<file path="src/rtl/emu_dt_sched.sv">
// Global timestep scheduler: issues the minimum eligible per-block dt request,
// accumulates emulated time and sequences run, pause and stop-at-time.
module emu_dt_sched #(
    parameter int unsigned N_REQ      = 4,
    parameter int unsigned DT_WIDTH   = 27,
    parameter int unsigned TIME_WIDTH = 48
) (
    input  logic                      clk,
    input  logic                      rstb,
    input  logic [N_REQ*DT_WIDTH-1:0] dt_req,
    input  logic [N_REQ-1:0]          req_en,
    input  logic                      start,
    input  logic                      pause,
    input  logic [TIME_WIDTH-1:0]     stop_time,
    output logic [DT_WIDTH-1:0]       emu_dt,
    output logic                      emu_dt_valid,
    output logic [TIME_WIDTH-1:0]     emu_time,
    output logic [N_REQ-1:0]          winner,
    output logic [1:0]                state_o
);

    typedef enum logic [1:0] {
        StIdle  = 2'd0,
        StRun   = 2'd1,
        StPause = 2'd2,
        StDone  = 2'd3
    } state_e;

    localparam logic [DT_WIDTH-1:0] DtMax = {1'b0, {(DT_WIDTH-1){1'b1}}};

    state_e                state_q, state_d;
    logic [DT_WIDTH-1:0]   dt_q, dt_d;
    logic                  valid_q, valid_d;
    logic [TIME_WIDTH-1:0] time_q, time_d;
    logic [N_REQ-1:0]      win_q, win_d;

    logic [DT_WIDTH-1:0]   req_cur;
    logic [DT_WIDTH-1:0]   best_dt;
    logic [N_REQ-1:0]      best_oh;
    logic                  found;

    logic [TIME_WIDTH:0]   rem;
    logic                  rem_neg;
    logic                  rem_small;
    logic                  clamp;
    logic [DT_WIDTH-1:0]   step_dt;
    logic [N_REQ-1:0]      step_oh;
    logic [TIME_WIDTH-1:0] next_time;
    logic                  hits_stop;

    // Strict less-than keeps the lowest index on ties.
    always_comb begin
        req_cur = '0;
        best_dt = DtMax;
        best_oh = '0;
        found   = 1'b0;
        for (int unsigned i = 0; i < N_REQ; i++) begin
            req_cur = dt_req[i*DT_WIDTH +: DT_WIDTH];
            if (req_en[i] && !req_cur[DT_WIDTH-1] && (!found || req_cur < best_dt)) begin
                best_dt    = req_cur;
                best_oh    = '0;
                best_oh[i] = 1'b1;
                found      = 1'b1;
            end
        end
    end

    // rem is one bit wider so a stop_time lowered below emu_time shows up as negative.
    always_comb begin
        rem       = {1'b0, stop_time} - {1'b0, time_q};
        rem_neg   = rem[TIME_WIDTH];
        rem_small = (rem[TIME_WIDTH:DT_WIDTH-1] == '0);
        clamp     = rem_small && (rem[DT_WIDTH-2:0] < best_dt[DT_WIDTH-2:0]);
        step_dt   = clamp ? {1'b0, rem[DT_WIDTH-2:0]} : best_dt;
        step_oh   = clamp ? '0 : best_oh;
        next_time = time_q + {{(TIME_WIDTH-DT_WIDTH){1'b0}}, step_dt};
        hits_stop = (next_time == stop_time);
    end

    always_comb begin
        state_d = state_q;
        dt_d    = '0;
        valid_d = 1'b0;
        win_d   = '0;
        time_d  = time_q;
        unique case (state_q)
            StIdle: begin
                if (start) begin
                    state_d = (stop_time == '0) ? StDone : StRun;
                end
            end
            StRun: begin
                if (rem_neg) begin
                    state_d = StDone;
                end else if (hits_stop || !pause) begin
                    // Reaching stop_time takes priority over a simultaneous pause.
                    dt_d    = step_dt;
                    valid_d = 1'b1;
                    win_d   = step_oh;
                    time_d  = next_time;
                    if (hits_stop) begin
                        state_d = StDone;
                    end
                end else begin
                    state_d = StPause;
                end
            end
            StPause: begin
                if (!pause) begin
                    state_d = StRun;
                end
            end
            StDone: begin
                state_d = StDone;
            end
            default: begin
                state_d = StIdle;
            end
        endcase
    end

    always_ff @(posedge clk) begin
        if (!rstb) begin
            state_q <= StIdle;
            dt_q    <= '0;
            valid_q <= 1'b0;
            time_q  <= '0;
            win_q   <= '0;
        end else begin
            state_q <= state_d;
            dt_q    <= dt_d;
            valid_q <= valid_d;
            time_q  <= time_d;
            win_q   <= win_d;
        end
    end

    assign emu_dt       = dt_q;
    assign emu_dt_valid = valid_q;
    assign emu_time     = time_q;
    assign winner       = win_q;
    assign state_o      = state_q;

endmodule

</file>
<file path="config.mk">
export PLATFORM = sky130hd
export DESIGN_NAME = emu_dt_sched
export DESIGN_NICKNAME = d
export VERILOG_FILES = /design/src/rtl/emu_dt_sched.sv
export SDC_FILE = /design/constraint.sdc
export NUM_CORES = 1
export LEC_CHECK = 0
export CAP_MARGIN = 20
export CORE_ASPECT_RATIO = 0.75
export CORE_MARGIN = 8
export CORE_UTILIZATION = 40
export CTS_CLUSTER_SIZE = 10
export DETAILED_ROUTE_END_ITERATION = 10
export PLACE_DENSITY_LB_ADDON = 0.3
export SYNTH_ARGS = -nofsm -noshare
export SYNTH_HDL_FRONTEND = slang
export SYNTH_SLANG_ARGS = --single-unit
</file>
<file path="constraint.sdc">
create_clock -name clk -period 17.7 [get_ports clk]
set_input_delay 2.655 -clock clk [delete_from_list [all_inputs] [get_ports clk]]
set_output_delay 2.655 -clock clk [all_outputs]
set_load 0.01 [all_outputs]
</file>
# [Word-level counts from Yosys, hierarchy flattened]
# Cells that the tools add are included.
# Widths: inputs -> output; s select.
[totals] register_bits=82 latchBits=0 mem_bits_rw=0 romBits=0 out_inout_bits=82 n_memories=0
[classes] add_sub_neg=2 n_mul=0 div_mod_pow=0 magnitude_cmp=4 n_eq_ne=7 n_shift=0 mux=20 bitwise_logic=4 reduce_logical=31
[op_table] cell="$mux 27" count=5
[op_table] cell="$lt 27x27->1" count=3
[op_table] cell="$sub 48x48->49" count=1
[op_table] cell="$add 48x27->48" count=1
[op_table] cell="$eq 48x48->1" count=1
[op_table] cell="$logic_not 48->1" count=1
[op_table] cell="$lt 26x26->1" count=1
[op_table] cell="$logic_not 23->1" count=1
[op_table] cell="$mux 2" count=6
[op_table] cell="$mux 4" count=3
[op_table] cell="$logic_and 1x1->1" count=8
[op_table] cell="$logic_not 1->1" count=8
[op_table] cell="$pmux 2 s4" count=1
[op_table] cell="$reduce_or 8->1" count=1
[op_table] cell="$reduce_or 7->1" count=1
[op_table] cell="$reduce_and 3->1" count=2
[op_table] cell="$reduce_or 6->1" count=1
[op_table] cell="$mux 1" count=5
[op_table] cell="$reduce_or 5->1" count=1
[op_table] cell="$eq 2x2->1 const B" count=2
[op_table] cell="$logic_or 1x1->1" count=4
[op_table] cell="$ne 2x2->1 const B" count=2
[op_table] cell="$ne 4x4->1 const B" count=1
[op_table] cell="$not 1->1" count=4
[op_table] cell="4 further kinds" count=4

# [Depth between registers and ports, before layout]
[logic_depth] word_depth=24 mapped_depth=71 ltp_nobuf=58

# [Least setup slack after synthesis]
# Ideal clock, no wire load.
[synth_path] path_type="input-to-reg" startpoint="in dt_req[26]" endpoint="reg dt_q[18] (netlist: emu_dt[18])" setup_ns=0.074 t_arrival_ns=17.202 path_slack_ns=0.424 stages=70 path_cell_list="nand2b_1 clkbuf_1 clkbuf_1 nor2_1 ha_1 a21o_1 maj3_1 and3_1 o41ai_1 a21oi_1 clkbuf_1 clkbuf_1 nand2_1 o21ai_0 ha_1 a21o_1 a21o_1 a21o_1 (+34 left out) buf_2 mux2i_1 ha_1 buf_6 nand2_1 or4_4 a311oi_4 or2_2 a21boi_2 xnor3_1 or3_1 or4_4 nor4_4 a21oi_2 or3_1 buf_6 buf_6 o22ai_2"
[synth_between] elab_chain_len=23 word_cells_on_any_way=29
[synth_lines] element="start: declaration" line="10" rtl="input logic [N_REQ*DT_WIDTH-1:0] dt_req,"
[synth_lines] element="$logic_not 1->1" line="59" rtl="if (req_en[i] && !req_cur[DT_WIDTH-1] && (!found || req_cur < best_dt)) begin"
[synth_lines] element="$logic_and 1x1->1" line="59"
[synth_lines] element="$mux 27 or $mux 1 (tied branches)" line="59"
[synth_lines] element="$lt 27x27->1 or $logic_not 1->1 (tied branches)" line="59"
[synth_lines] element="$logic_or 1x1->1" line="59"
[synth_lines] element="$logic_and 1x1->1" line="59"
[synth_lines] element="$mux 27 or $mux 1 (tied branches)" line="59"
[synth_lines] element="$lt 27x27->1 or $logic_not 1->1 (tied branches)" line="59"
[synth_lines] element="(+8 left out)"
[synth_lines] element="$logic_and 1x1->1" line="73" rtl="clamp = rem_small && (rem[DT_WIDTH-2:0] < best_dt[DT_WIDTH-2:0]);"
[synth_lines] element="$mux 27 *" line="74" rtl="step_dt = clamp ? {1'b0, rem[DT_WIDTH-2:0]} : best_dt;"
[synth_lines] element="named net step_dt[9]" line="46" rtl="logic [DT_WIDTH-1:0] step_dt;"
[synth_lines] element="$add 48x27->48 *" line="76" rtl="next_time = time_q + {{(TIME_WIDTH-DT_WIDTH){1'b0}}, step_dt};"
[synth_lines] element="$eq 48x48->1 *" line="77" rtl="hits_stop = (next_time == stop_time);"
[synth_lines] element="$logic_or 1x1->1 *" line="95" rtl="end else if (hits_stop || !pause) begin"
[synth_lines] element="$not 1->1 (no source line) *"
[synth_lines] element="$reduce_or 4->1 (no source line) *"
[synth_lines] element="end signal: assignment" line="131" rtl="dt_q <= dt_d;"
[synth_lines] element="end: declaration" line="32" rtl="logic [DT_WIDTH-1:0] dt_q, dt_d;"
# Mark *: on every way through the listed nets, which the timed path passes. The rest lies on a longest branch.
# A chain may end at the register's enable or synchronous reset.

# [Worst setup path in the final report]
[layout_path] startpoint="in dt_req[26]" endpoint="reg dt_q[0] (netlist: emu_dt[0])"
# The elaborated chain is that of the path after synthesis.

==> impl_metrics.env <==
export IMPL_status="complete, no violations"
export IMPL_critical_path_class="input port to flop"
export IMPL_viasPerCell=5.878
export IMPL_holdCritPathClass="flop to flop"
export IMPL_die_h_um=174.4
export IMPL_async_flop_share_pct=0
export IMPL_drt_antenna_violating_nets=0
export IMPL_grt_pass1_wl_mm=80.87
export IMPL_gr_total_overflow=0
export IMPL_cts_tree="yes"
export IMPL_firstDrtPassIters=5
export IMPL_antenna_found_initial=0
export IMPL_clockBufferDepth=2
export IMPL_critPathTopFamily="simple AND/OR/NAND/NOR gates"
export IMPL_grt_usage_pct=25.82
export IMPL_critPathMaxStageDelay_ps=550
export IMPL_dieArea_sq_um=39640
export IMPL_worst_path_buf_inv=15
export IMPL_wl_mm=54.28
export IMPL_cap_violations=0
export IMPL_power_density_nw_per_um2=57.87
export IMPL_start_kind="input port"
export IMPL_syn_inst=1765
export IMPL_clkSlewWorstSetupHoldPaths_ps=80
export IMPL_cts_root_buffer="clkbuf_16"
export IMPL_area_growth_pct=34.20
export IMPL_core_sq_um=33240
export IMPL_route_detailed_wl_per_inst_um=21.34
export IMPL_synth_seq_cells=82
export IMPL_skew_ps=11.98
export IMPL_leakage_uw=0.007899
export IMPL_syn_area_per_cell_sq_um=7.585
export IMPL_setup_viol=0
export IMPL_grt_max_degree=45
export IMPL_drt_initial_drc_count=1392
export IMPL_worstPathArrival_ps=17530
export IMPL_fin_crit_sh_pct=97.34
export IMPL_total_power_uw=1040
export IMPL_syn_area_sq_um=13390
export IMPL_grt_pass1_vias=13965
export IMPL_hpwlAfterDp_mm=44.89
export IMPL_cts_sinks=82
export IMPL_portBuffers=245
export IMPL_ys_flop_type="dfxtp_1"
export IMPL_synth_cell_types=93
export IMPL_die_x_um=227.3
export IMPL_holdWs_ps=526.0
export IMPL_final_common_cell="clkdlybuf4s50_1"
export IMPL_io_pins=246
export IMPL_worstSkewPairLatency_ps=390
export IMPL_cts_buffers=9
export IMPL_diodes=0
export IMPL_hold_viol=0
export IMPL_gp_congestion=0.9848
export IMPL_num_vias=14954
export IMPL_period_minus_slack_ps=17230
export IMPL_cts_hold_buf=0
export IMPL_max_slew_margin_pct=24.09
export IMPL_synth_seq_area_share_pct=12.26
export IMPL_row_count=58
export IMPL_final_nets=2429
export IMPL_required_ps=18000
export IMPL_fin_util_pct=54.05
export IMPL_layout_common_cells="clkdlybuf4s50_1 (245), ha_1 (168), inv_1 (161)"
export IMPL_max_freq_mhz=58.04
export IMPL_tightest_slew_ps=1129
export IMPL_htree_num_levels=3
export IMPL_critPathMaxFanout=14
export IMPL_crit_slowest_cell="or4_4"
export IMPL_final_layout_size_suffix_gt1_share_pct=13.23
export IMPL_ir_drop_v=0.00004502
export IMPL_yosys_warnings=0
export IMPL_placedCellCount=2510
export IMPL_cp_end_kind="flop"
export IMPL_drc=0
export IMPL_synth_edff_count=0
export IMPL_finalNonFillerCells=2544
export IMPL_start_util_pct=40.28
export IMPL_slew_viol_final=0
==> state kept, by name, summed over array words and instances (netlist names) <==
name / cells
state_o: 2
emu_dt_valid: 1
winner: 4
emu_dt: 27
emu_time: 48
==> where the power goes <==
part	total, uW	leakage [uW]	switching (uW)	internal (uW)
sequential	199	0.000664	7.87	191
combinational	631	0.00708	346	285
clock	210	0.000152	99.2	111
==> per-layer routing <==
| layer | GRT usage, % | part of all wire, % | wire length [um] |
|---|---|---|---|
| met2 | 37.46 | 42 | 23020 |
| met5 | 0 | 0 | 0 |
| met3 | 5.170 | 8.0 | 4348 |
| met4 | 6.592 | 2.3 | 1270 |
| met1 | 38.02 | 47 | 25640 |
==> path summary, 6_finish.rpt <==
kind                startpoint            to  slack (ps)  cells past startpoint
setup / recovery    dt_req[26]     emu_dt[0]         470                     69
hold reg to reg   emu_time[45]  emu_time[45]         530                      2
hold / removal    emu_time[45]  emu_time[45]         530                      2
setup reg to reg   emu_time[2]     emu_dt[0]        6570                     41
==> cell usage after synthesis (18+ instances only) <==
master | instances | area (sq um)
ha_1 | 174 | 2177
inv_1 | 161 | 604.3
a21oi_1 | 127 | 635.6
nor2_1 | 125 | 469.2
nand2_1 | 124 | 465.5
mux2i_1 | 110 | 1101
o21ai_0 | 101 | 505.5
dfxtp_1 | 82 | 1642
xnor2_1 | 57 | 499.2
a21o_1 | 52 | 390.4
clkbuf_1 | 45 | 168.9
nand4_1 | 45 | 281.5
xor2_1 | 45 | 394.1
nand3_1 | 42 | 210.2
nor4_1 | 33 | 206.5
a211oi_1 | 27 | 202.7
nor3_1 | 27 | 135.1
and3_1 | 22 | 137.6
o22ai_2 | 20 | 250.2
o21a_1 | 19 | 142.6
buf_2 | 18 | 90.09
o21bai_1 | 18 | 135.1
==> timing repair <==
action | in CTS | in global routing
endpoints found under the setup margin | 81 | 81
pin swaps | 4 | 26
setup buffers | 4 | 12
cloned | 1 | 1
gates resized for setup | 19 | 78
==> worst reg2reg max path, delay by kind of cell, from the launching register on <==
kind / cells / cell delay, ps
compound gates: 12 / 3480
xor+xnor: 2 / 690
fa+ha+maj: 3 / 1020
buf+inv: 8 / 1190
flops: 1 / 410
mux: 1 / 150
simple gates: 15 / 4110
==> stage by stage <==
| step | area [sq um] | worst slack, ps | TNS [ps] |
|---|---|---|---|
| 3_3_place_gp | 17090 | -969.1 | -65430 |
| 2_1_floorplan | 13400 | 423.6 | 0 |
| 6_report | 17970 | 471.1 | 0 |
| 4_1_cts | 17520 | 20.69 | 0 |
| 3_5_place_dp | 17090 | -1248 | -83660 |
| 5_1_grt | 17970 | -112.0 | -2279 |
==> cells by family (layout without fill, tap and decap cells) <==
family,count (synthesis),count (layout),synth area share (%)
buffers and inverters,235,561,7.121
AOI/OAI and AO/OA,521,521,26.93
other,2,5,0.05610
DFF,82,82,12.26
muxes,114,114,8.645
and+or+nand+nor,521,521,19.81
xor gates and xnor gates,113,113,8.542
adders and majority gates,177,177,16.64
==> layout make-up <==
cell class	instances	area (sq um)
Tap cell	450	563.0
Inverter	162	608.1
Clock buffer	9	225.2
Clock inverter	7	77.57
Sequential cell	82	1642
Multi-Input combinational cell	1451	11200
Fill cell	3202	15270
Timing Repair Buffer	383	3650
No activity file was read; power rests on OpenSTA's default activity.
